### config.mk
export PLATFORM = sky130hd
export DESIGN_NAME = nibble_serial_alu_seq_flat
export DESIGN_NICKNAME = d
export VERILOG_FILES = /design/src/rtl/nibble_serial_alu_seq_pkg.sv /design/src/rtl/nibble_serial_alu_seq_if.sv /design/src/rtl/nibble_serial_alu_seq_adder4.sv /design/src/rtl/nibble_serial_alu_seq.sv /design/src/flat_wrapper.sv
export SDC_FILE = /design/constraint.sdc
export NUM_CORES = 1
export LEC_CHECK = 0
export CAP_MARGIN = 10
export CORE_UTILIZATION = 45
export DETAILED_ROUTE_END_ITERATION = 16
export PLACE_DENSITY_LB_ADDON = 0.08
export SLEW_MARGIN = 40
export SYNTH_ARGS = -nofsm -noshare
export SYNTH_HDL_FRONTEND = slang
export SYNTH_SLANG_ARGS = --single-unit
export TNS_END_PERCENT = 30
### constraint.sdc
create_clock -name clk -period 5.4 [get_ports clk]
set_clock_uncertainty 0.1 [all_clocks]
set_input_delay 1.35 -clock clk [delete_from_list [all_inputs] [get_ports clk]]
set_output_delay 1.35 -clock clk [all_outputs]
set_load 0.02 [all_outputs]
### src/rtl/nibble_serial_alu_seq_pkg.sv
// Shared types and helpers for the nibble-serial add/subtract sequencer.
package nibble_serial_alu_seq_pkg;

  localparam int unsigned NibbleW = 4;

  typedef enum logic [1:0] {
    AluAdd = 2'd0,
    AluAdc = 2'd1,
    AluSub = 2'd2,
    AluSbc = 2'd3
  } alu_op_t;

  typedef enum logic [1:0] {
    StIdle = 2'd0,
    StRun  = 2'd1,
    StDone = 2'd2
  } seq_state_t;

  // Subtraction is done as A + ~B + carry, so these ops invert B.
  function automatic logic op_is_sub(alu_op_t op);
    return (op == AluSub) || (op == AluSbc);
  endfunction

  // Carry (not-borrow) fed into nibble 0.
  function automatic logic op_init_carry(alu_op_t op, logic cin);
    logic c;
    unique case (op)
      AluAdd:  c = 1'b0;
      AluAdc:  c = cin;
      AluSub:  c = 1'b1;
      AluSbc:  c = cin;
      default: c = 1'b0;
    endcase
    return c;
  endfunction

endpackage

### src/rtl/nibble_serial_alu_seq_if.sv
// Request/response bundle between execute control and the serial ALU.
interface nibble_serial_alu_seq_if
  import nibble_serial_alu_seq_pkg::*;
#(
  parameter int unsigned Width = 32
) ();

  logic             start;
  alu_op_t          op;
  logic [Width-1:0] a;
  logic [Width-1:0] b;
  logic             cin;
  logic             abort;
  logic             ready;
  logic             busy;
  logic             done;
  logic [Width-1:0] result;
  logic             carry_out;
  logic             overflow;
  logic             zero;

  modport master (
    output start, op, a, b, cin, abort,
    input  ready, busy, done, result, carry_out, overflow, zero
  );

  modport slave (
    input  start, op, a, b, cin, abort,
    output ready, busy, done, result, carry_out, overflow, zero
  );

endinterface

### src/rtl/nibble_serial_alu_seq_adder4.sv
// 4-bit carry-lookahead adder working from precomputed propagate/generate.
module nibble_serial_alu_seq_adder4 (
  input  logic [3:0] prop_i,
  input  logic [3:0] gen_i,
  input  logic       carry_i,
  output logic [3:0] sum_o,
  output logic       carry_o
);

  logic [4:0] c;

  // Flat lookahead equations, one level of logic per carry.
  always_comb begin
    c[0] = carry_i;
    c[1] = gen_i[0] | (prop_i[0] & carry_i);
    c[2] = gen_i[1] | (prop_i[1] & gen_i[0]) | (prop_i[1] & prop_i[0] & carry_i);
    c[3] = gen_i[2] | (prop_i[2] & gen_i[1]) | (prop_i[2] & prop_i[1] & gen_i[0]) |
           (prop_i[2] & prop_i[1] & prop_i[0] & carry_i);
    c[4] = gen_i[3] | (prop_i[3] & gen_i[2]) | (prop_i[3] & prop_i[2] & gen_i[1]) |
           (prop_i[3] & prop_i[2] & prop_i[1] & gen_i[0]) |
           (prop_i[3] & prop_i[2] & prop_i[1] & prop_i[0] & carry_i);
    sum_o   = prop_i ^ c[3:0];
    carry_o = c[4];
  end

endmodule

### src/rtl/nibble_serial_alu_seq.sv
// Multi-cycle add/subtract: one shared 4-bit adder steps across the operands LSB first.
// Width must be a multiple of 4 and at least 8.
module nibble_serial_alu_seq
  import nibble_serial_alu_seq_pkg::*;
#(
  parameter int unsigned Width = 32
) (
  input  logic                    clk,
  input  logic                    reset_n,
  nibble_serial_alu_seq_if.slave  bus
);

  localparam int unsigned Nibbles = Width / NibbleW;
  localparam int unsigned IdxW    = (Nibbles > 1) ? $clog2(Nibbles) : 1;
  localparam int unsigned SelW    = IdxW + 2;
  localparam logic [IdxW-1:0] LastIdx = IdxW'(Nibbles - 1);

  seq_state_t state_q, state_d;

  logic [IdxW-1:0]  idx_q, idx_d;
  logic [Width-1:0] a_q, a_d;
  logic [Width-1:0] b_q, b_d;       // B already inverted for subtraction
  logic             carry_q, carry_d;
  logic             zero_acc_q, zero_acc_d;
  logic [Width-1:0] result_q, result_d;
  logic             cout_q, cout_d;
  logic             ovf_q, ovf_d;
  logic             zero_q, zero_d;

  logic [SelW-1:0]    bit_sel;
  logic [NibbleW-1:0] a_nib;
  logic [NibbleW-1:0] b_nib;
  logic [NibbleW-1:0] sum_nib;
  logic               nib_cout;
  logic               nib_zero;
  logic               last_nib;

  // Nibble muxes in front of the shared adder.
  always_comb begin
    bit_sel  = {idx_q, 2'b00};
    a_nib    = a_q[bit_sel +: NibbleW];
    b_nib    = b_q[bit_sel +: NibbleW];
    last_nib = (idx_q == LastIdx);
    nib_zero = (sum_nib == '0);
  end

  nibble_serial_alu_seq_adder4 u_adder4 (
    .prop_i  (a_nib ^ b_nib),
    .gen_i   (a_nib & b_nib),
    .carry_i (carry_q),
    .sum_o   (sum_nib),
    .carry_o (nib_cout)
  );

  // FSM state register.
  always_ff @(posedge clk) begin
    if (!reset_n) begin
      state_q <= StIdle;
    end else begin
      state_q <= state_d;
    end
  end

  // FSM next state; abort beats completion on the final nibble.
  always_comb begin
    state_d = state_q;
    unique case (state_q)
      StIdle: if (bus.start) state_d = StRun;
      StRun: begin
        if (bus.abort) begin
          state_d = StIdle;
        end else if (last_nib) begin
          state_d = StDone;
        end
      end
      StDone:  state_d = StIdle;
      default: state_d = StIdle;
    endcase
  end

  // FSM outputs, decoded straight from the state.
  always_comb begin
    bus.ready = (state_q == StIdle);
    bus.busy  = (state_q == StRun);
    bus.done  = (state_q == StDone);
  end

  // Datapath next state: operand capture, per-nibble accumulate, flag finalisation.
  always_comb begin
    idx_d      = idx_q;
    a_d        = a_q;
    b_d        = b_q;
    carry_d    = carry_q;
    zero_acc_d = zero_acc_q;
    result_d   = result_q;
    cout_d     = cout_q;
    ovf_d      = ovf_q;
    zero_d     = zero_q;
    unique case (state_q)
      StIdle: begin
        if (bus.start) begin
          a_d        = bus.a;
          b_d        = op_is_sub(bus.op) ? ~bus.b : bus.b;
          carry_d    = op_init_carry(bus.op, bus.cin);
          zero_acc_d = 1'b1;
          idx_d      = '0;
          result_d   = '0;
          cout_d     = 1'b0;
          ovf_d      = 1'b0;
          zero_d     = 1'b0;
        end
      end
      StRun: begin
        if (bus.abort) begin
          idx_d    = '0;
          result_d = '0;
          cout_d   = 1'b0;
          ovf_d    = 1'b0;
          zero_d   = 1'b0;
        end else begin
          result_d[bit_sel +: NibbleW] = sum_nib;
          carry_d    = nib_cout;
          zero_acc_d = zero_acc_q & nib_zero;
          if (last_nib) begin
            cout_d = nib_cout;
            zero_d = zero_acc_q & nib_zero;
            // Operands agree in sign but the result sign differs.
            ovf_d  = (a_q[Width-1] == b_q[Width-1]) & (sum_nib[NibbleW-1] != a_q[Width-1]);
          end else begin
            idx_d = idx_q + 1'b1;
          end
        end
      end
      default: ;
    endcase
  end

  // Datapath registers.
  always_ff @(posedge clk) begin
    if (!reset_n) begin
      idx_q      <= '0;
      a_q        <= '0;
      b_q        <= '0;
      carry_q    <= 1'b0;
      zero_acc_q <= 1'b0;
      result_q   <= '0;
      cout_q     <= 1'b0;
      ovf_q      <= 1'b0;
      zero_q     <= 1'b0;
    end else begin
      idx_q      <= idx_d;
      a_q        <= a_d;
      b_q        <= b_d;
      carry_q    <= carry_d;
      zero_acc_q <= zero_acc_d;
      result_q   <= result_d;
      cout_q     <= cout_d;
      ovf_q      <= ovf_d;
      zero_q     <= zero_d;
    end
  end

  // Registered results straight to the bus.
  always_comb begin
    bus.result    = result_q;
    bus.carry_out = cout_q;
    bus.overflow  = ovf_q;
    bus.zero      = zero_q;
  end

endmodule

### src/flat_wrapper.sv
// flat-port wrapper written by rule: the top's interface ports become plain ports
module nibble_serial_alu_seq_flat import nibble_serial_alu_seq_pkg::*;
#(
  parameter int unsigned Width = 32
)
  (clk, reset_n, bus_start, bus_op, bus_a, bus_b, bus_cin, bus_abort, bus_ready, bus_busy, bus_done, bus_result, bus_carry_out, bus_overflow, bus_zero);
  nibble_serial_alu_seq_if #(.Width(Width)) bus_i ();
  input  logic clk;
  input  logic reset_n;
  input wire logic [$bits(bus_i.start)-1:0] bus_start;
  input wire logic [$bits(bus_i.op)-1:0] bus_op;
  input wire logic [$bits(bus_i.a)-1:0] bus_a;
  input wire logic [$bits(bus_i.b)-1:0] bus_b;
  input wire logic [$bits(bus_i.cin)-1:0] bus_cin;
  input wire logic [$bits(bus_i.abort)-1:0] bus_abort;
  output wire logic [$bits(bus_i.ready)-1:0] bus_ready;
  output wire logic [$bits(bus_i.busy)-1:0] bus_busy;
  output wire logic [$bits(bus_i.done)-1:0] bus_done;
  output wire logic [$bits(bus_i.result)-1:0] bus_result;
  output wire logic [$bits(bus_i.carry_out)-1:0] bus_carry_out;
  output wire logic [$bits(bus_i.overflow)-1:0] bus_overflow;
  output wire logic [$bits(bus_i.zero)-1:0] bus_zero;
  assign bus_i.start = bus_start;
  assign bus_i.op = bus_op;
  assign bus_i.a = bus_a;
  assign bus_i.b = bus_b;
  assign bus_i.cin = bus_cin;
  assign bus_i.abort = bus_abort;
  assign bus_ready = bus_i.ready;
  assign bus_busy = bus_i.busy;
  assign bus_done = bus_i.done;
  assign bus_result = bus_i.result;
  assign bus_carry_out = bus_i.carry_out;
  assign bus_overflow = bus_i.overflow;
  assign bus_zero = bus_i.zero;
  nibble_serial_alu_seq #(.Width(Width)) u_core (.clk(clk), .reset_n(reset_n), .bus(bus_i));
endmodule
==> flow_metrics.tcl <==
set metrics [dict create \
    cp_data_required_time_ns 5.59 \
    cts-buffers-inserted 9 \
    syn_to_final_growth_pct 27.62 \
    synth_xor_area_share_pct 6.503 \
    finalNonFillerCells 758 \
    cp-start-kind "flop" \
    root_buffer "clkbuf_8" \
    async_flop_share_pct 0 \
    worst_slew_pin_slew_ns 0.7819 \
    grtUsageMet2_pct 35.06 \
    synth_ff_type "dfxtp_1" \
    met3_usage_pct 3.092 \
    routed_wirelength_mm 11.01 \
    p_leak_uw 0.002230 \
    final_cell_area_um2 6163 \
    post_cts_buffers 0 \
    yosysSeqAreaShare_pct 43.94 \
    syn-num-nets 615 \
    postSynthAreaPerCell_um2 9.044 \
    r2r_start "u_core.idx_q[0]" \
    netlist_area_um2 4830 \
    r2r_end "u_core.bus.zero" \
    endpoint "u_core.bus.zero" \
    ff2ff_path_depth 9 \
    drive_gt1_share_pct 8.682 \
    die_h_um 105.6 \
    finalSetupViolations 0 \
    final.period_utilization_pct 61.20 \
    crit_start "u_core.idx_q[0]" \
    clk_pin_slew_ns 0.10 \
    comb_power_share_pct 17.6 \
    start_util_pct 46.57 \
    io_buffers 108 \
    hold_path_class "flop to flop" \
    swShare_pct 26.75 \
    synth_simple_gate_area_share_pct 16.58 \
    wire_per_inst_um 14.52 \
    synth_common_cells "dfxtp_1, nand2_1, nor2_1" \
    cts_tree "done" \
    syn_inst 534 \
    cp_max_fo 24 \
    path_class "flop to flop" \
    critPathCaptureType "flop" \
    synthTopCellsByArea "dfxtp_1, mux4_2, nand2_1" \
    grt_max_degree 74 \
    pin_count 109 \
    yosys_warnings 0 \
    core_um2 10370 \
    placedCellCount 743 \
    viasPerCell 5.290 \
    synth.area.mux_share_pct 7.876 \
    gp_congestion 0.7875 \
    synth_fa_ha_area_share_pct 2.746 \
    placementRows 37 \
    grt_setup_unrepaired "no" \
    synth_top_area_cell "dfxtp_1" \
    clk_path_buf_depth 2 \
    post-synth-top-count-cell "dfxtp_1" \
    grt.overflow.total 0 \
    clock_power_share_pct 30.1 \
    cp.arrival_ns 3.49 \
    grt_use_total_pct 20.38 \
    clock-sinks 106 \
    drc_errors 0 \
    grt_pass1_vias 3803 \
    powerDensity_nw_per_um2 261.4 \
    status "finished clean" \
    ys_seq_elements 106 \
    period_minus_slack_ns 3.305 \
    ant_nets 0 \
    firstDrtPassIters 4 \
    maxCapViolCount 0 \
    hold_buffers 0 \
    p_sw_uw 430.9 \
    synth_compound_area_share_pct 17.75 \
    synth_top_area_share_pct 43.94 \
    vias 4010 \
    dieArea_um2 11150 \
    antenna_found_initial 0 \
    busiest_layer "met2" \
    timing.fmax_mhz 302.6 \
    gr-usage-met1_pct 26.47 \
    synth_top_family_by_area "compound AO/OA/AOI/OAI gates" \
    synth_edf_count 0 \
    tns_ns 0 \
    drt_iter0_markers 158 \
    pwr-share-seq_pct 52.3 \
    place_hpwl_mm 7.993 \
    die_x_um 105.6 \
    reg2reg_slack_ns 2.09 \
    place_area_um2 5967 \
    slew_violations 0 \
    htreeDepth 3 \
    hold_viol_final 0 \
    grt_pass1_wl_mm 18.13 \
    vdd_drop_max_v 0.0001501 \
    intPower_uw 1180 \
    clock_latency_ns 0.36 \
    max_slew_margin_pct 47.65 \
    n_antenna_cell 0 \
    cts_resized 0 \
    nets 699 \
    ys_types 50 \
]
==> cell type report <==
class	count	area (um2)
well taps	136	170.2
inverters	12	45.04
clock inverters	4	52.55
multi-input cells	377	2510
fillers	965	4207
clock buffers	11	141.4
flip-flops and latches	106	2123
repair buffers	112	1121
==> cells in the final DEF (no fill, tap or decap), types with 6 or more instances in the layout <==
master,n
a22oi_1,22
a211oi_1,33
xnor2_1,32
mux4_2,16
clkdlybuf4s50_1,107
inv_1,10
ha_1,9
dfxtp_1,105
nor2_1,66
a21oi_1,35
a22o_1,9
nand2_1,95
o21ai_0,6
clkbuf_8,10
==> critical path, stage by stage, from the launching register on <==
cell and delay, ns:
dfxtp_1 0.32, buf_4 0.36, mux4_2 0.59, nand2_1 0.09
nand2_1 0.13, fa_1 0.50, xor2_2 0.28, nor3b_1 0.30
or4b_1 0.47, o21ai_1 0.09
==> registers in the layout, indices dropped and copies added, names as in the netlist <==
register              flops
u_core.a_q               32
u_core.b_q               32
u_core.bus.carry_out      1
u_core.bus.overflow       1
u_core.bus.result        32
u_core.bus.zero           1
u_core.carry_q            1
u_core.idx_q              3
u_core.state_q            2
u_core.zero_acc_q         1
==> routing by layer <==
layer	up-vias	part of all wire (%)
met5	-	0
met4	0	1.2
li1	2024	-
met1	1890	45
met2	83	50
met3	13	3.4
==> per-stage QoR <==
| stage | hold slack [ns] | worst slack (ns) | utilization, % | power, uW |
|---|---|---|---|---|
| 2_1_floorplan | 0.3331 | 2.494 | - | 1039 |
| 3_3_place_gp | 0.3406 | 1.858 | 57.36 | 1140 |
| 3_5_place_dp | 0.3476 | 1.845 | 57.54 | 1150 |
| 4_1_cts | 0.3599 | 2.041 | 59.41 | 1624 |
| 5_1_grt | 0.3816 | 1.922 | 59.44 | 1692 |
| 6_report | 0.3575 | 2.095 | 59.44 | 1611 |
==> how the worst min path moves through the flow <==
stage,endpoint,cells past startpoint,from
final,u_core.a_q[12],2,u_core.a_q[12]
after floorplan,u_core.a_q[10],2,u_core.a_q[10]
after detailed placement,u_core.a_q[30],2,u_core.a_q[30]
after CTS,u_core.a_q[30],2,u_core.a_q[30]
after global routing,u_core.a_q[9],2,u_core.a_q[9]
after global placement,u_core.a_q[5],2,u_core.a_q[5]
==> power groups by stage <==
stage	clock, uW	combinational, uW	sequential [uW]
floorplan	0	185	853
global placement	0	279	860
detailed placement	0	289	861
CTS	492	289	843
global route	529	315	848
finish	484	284	842
==> kinds of logic after synthesis <==
group                      Yosys count
adders and majority gates           10
muxes                               18
and+or+nand+nor                    187
buffers and inverters               51
AOI/OAI and AO/OA                  127
DFF                                106
xor gates and xnor gates            35
No activity file was read; power rests on OpenSTA's default activity.
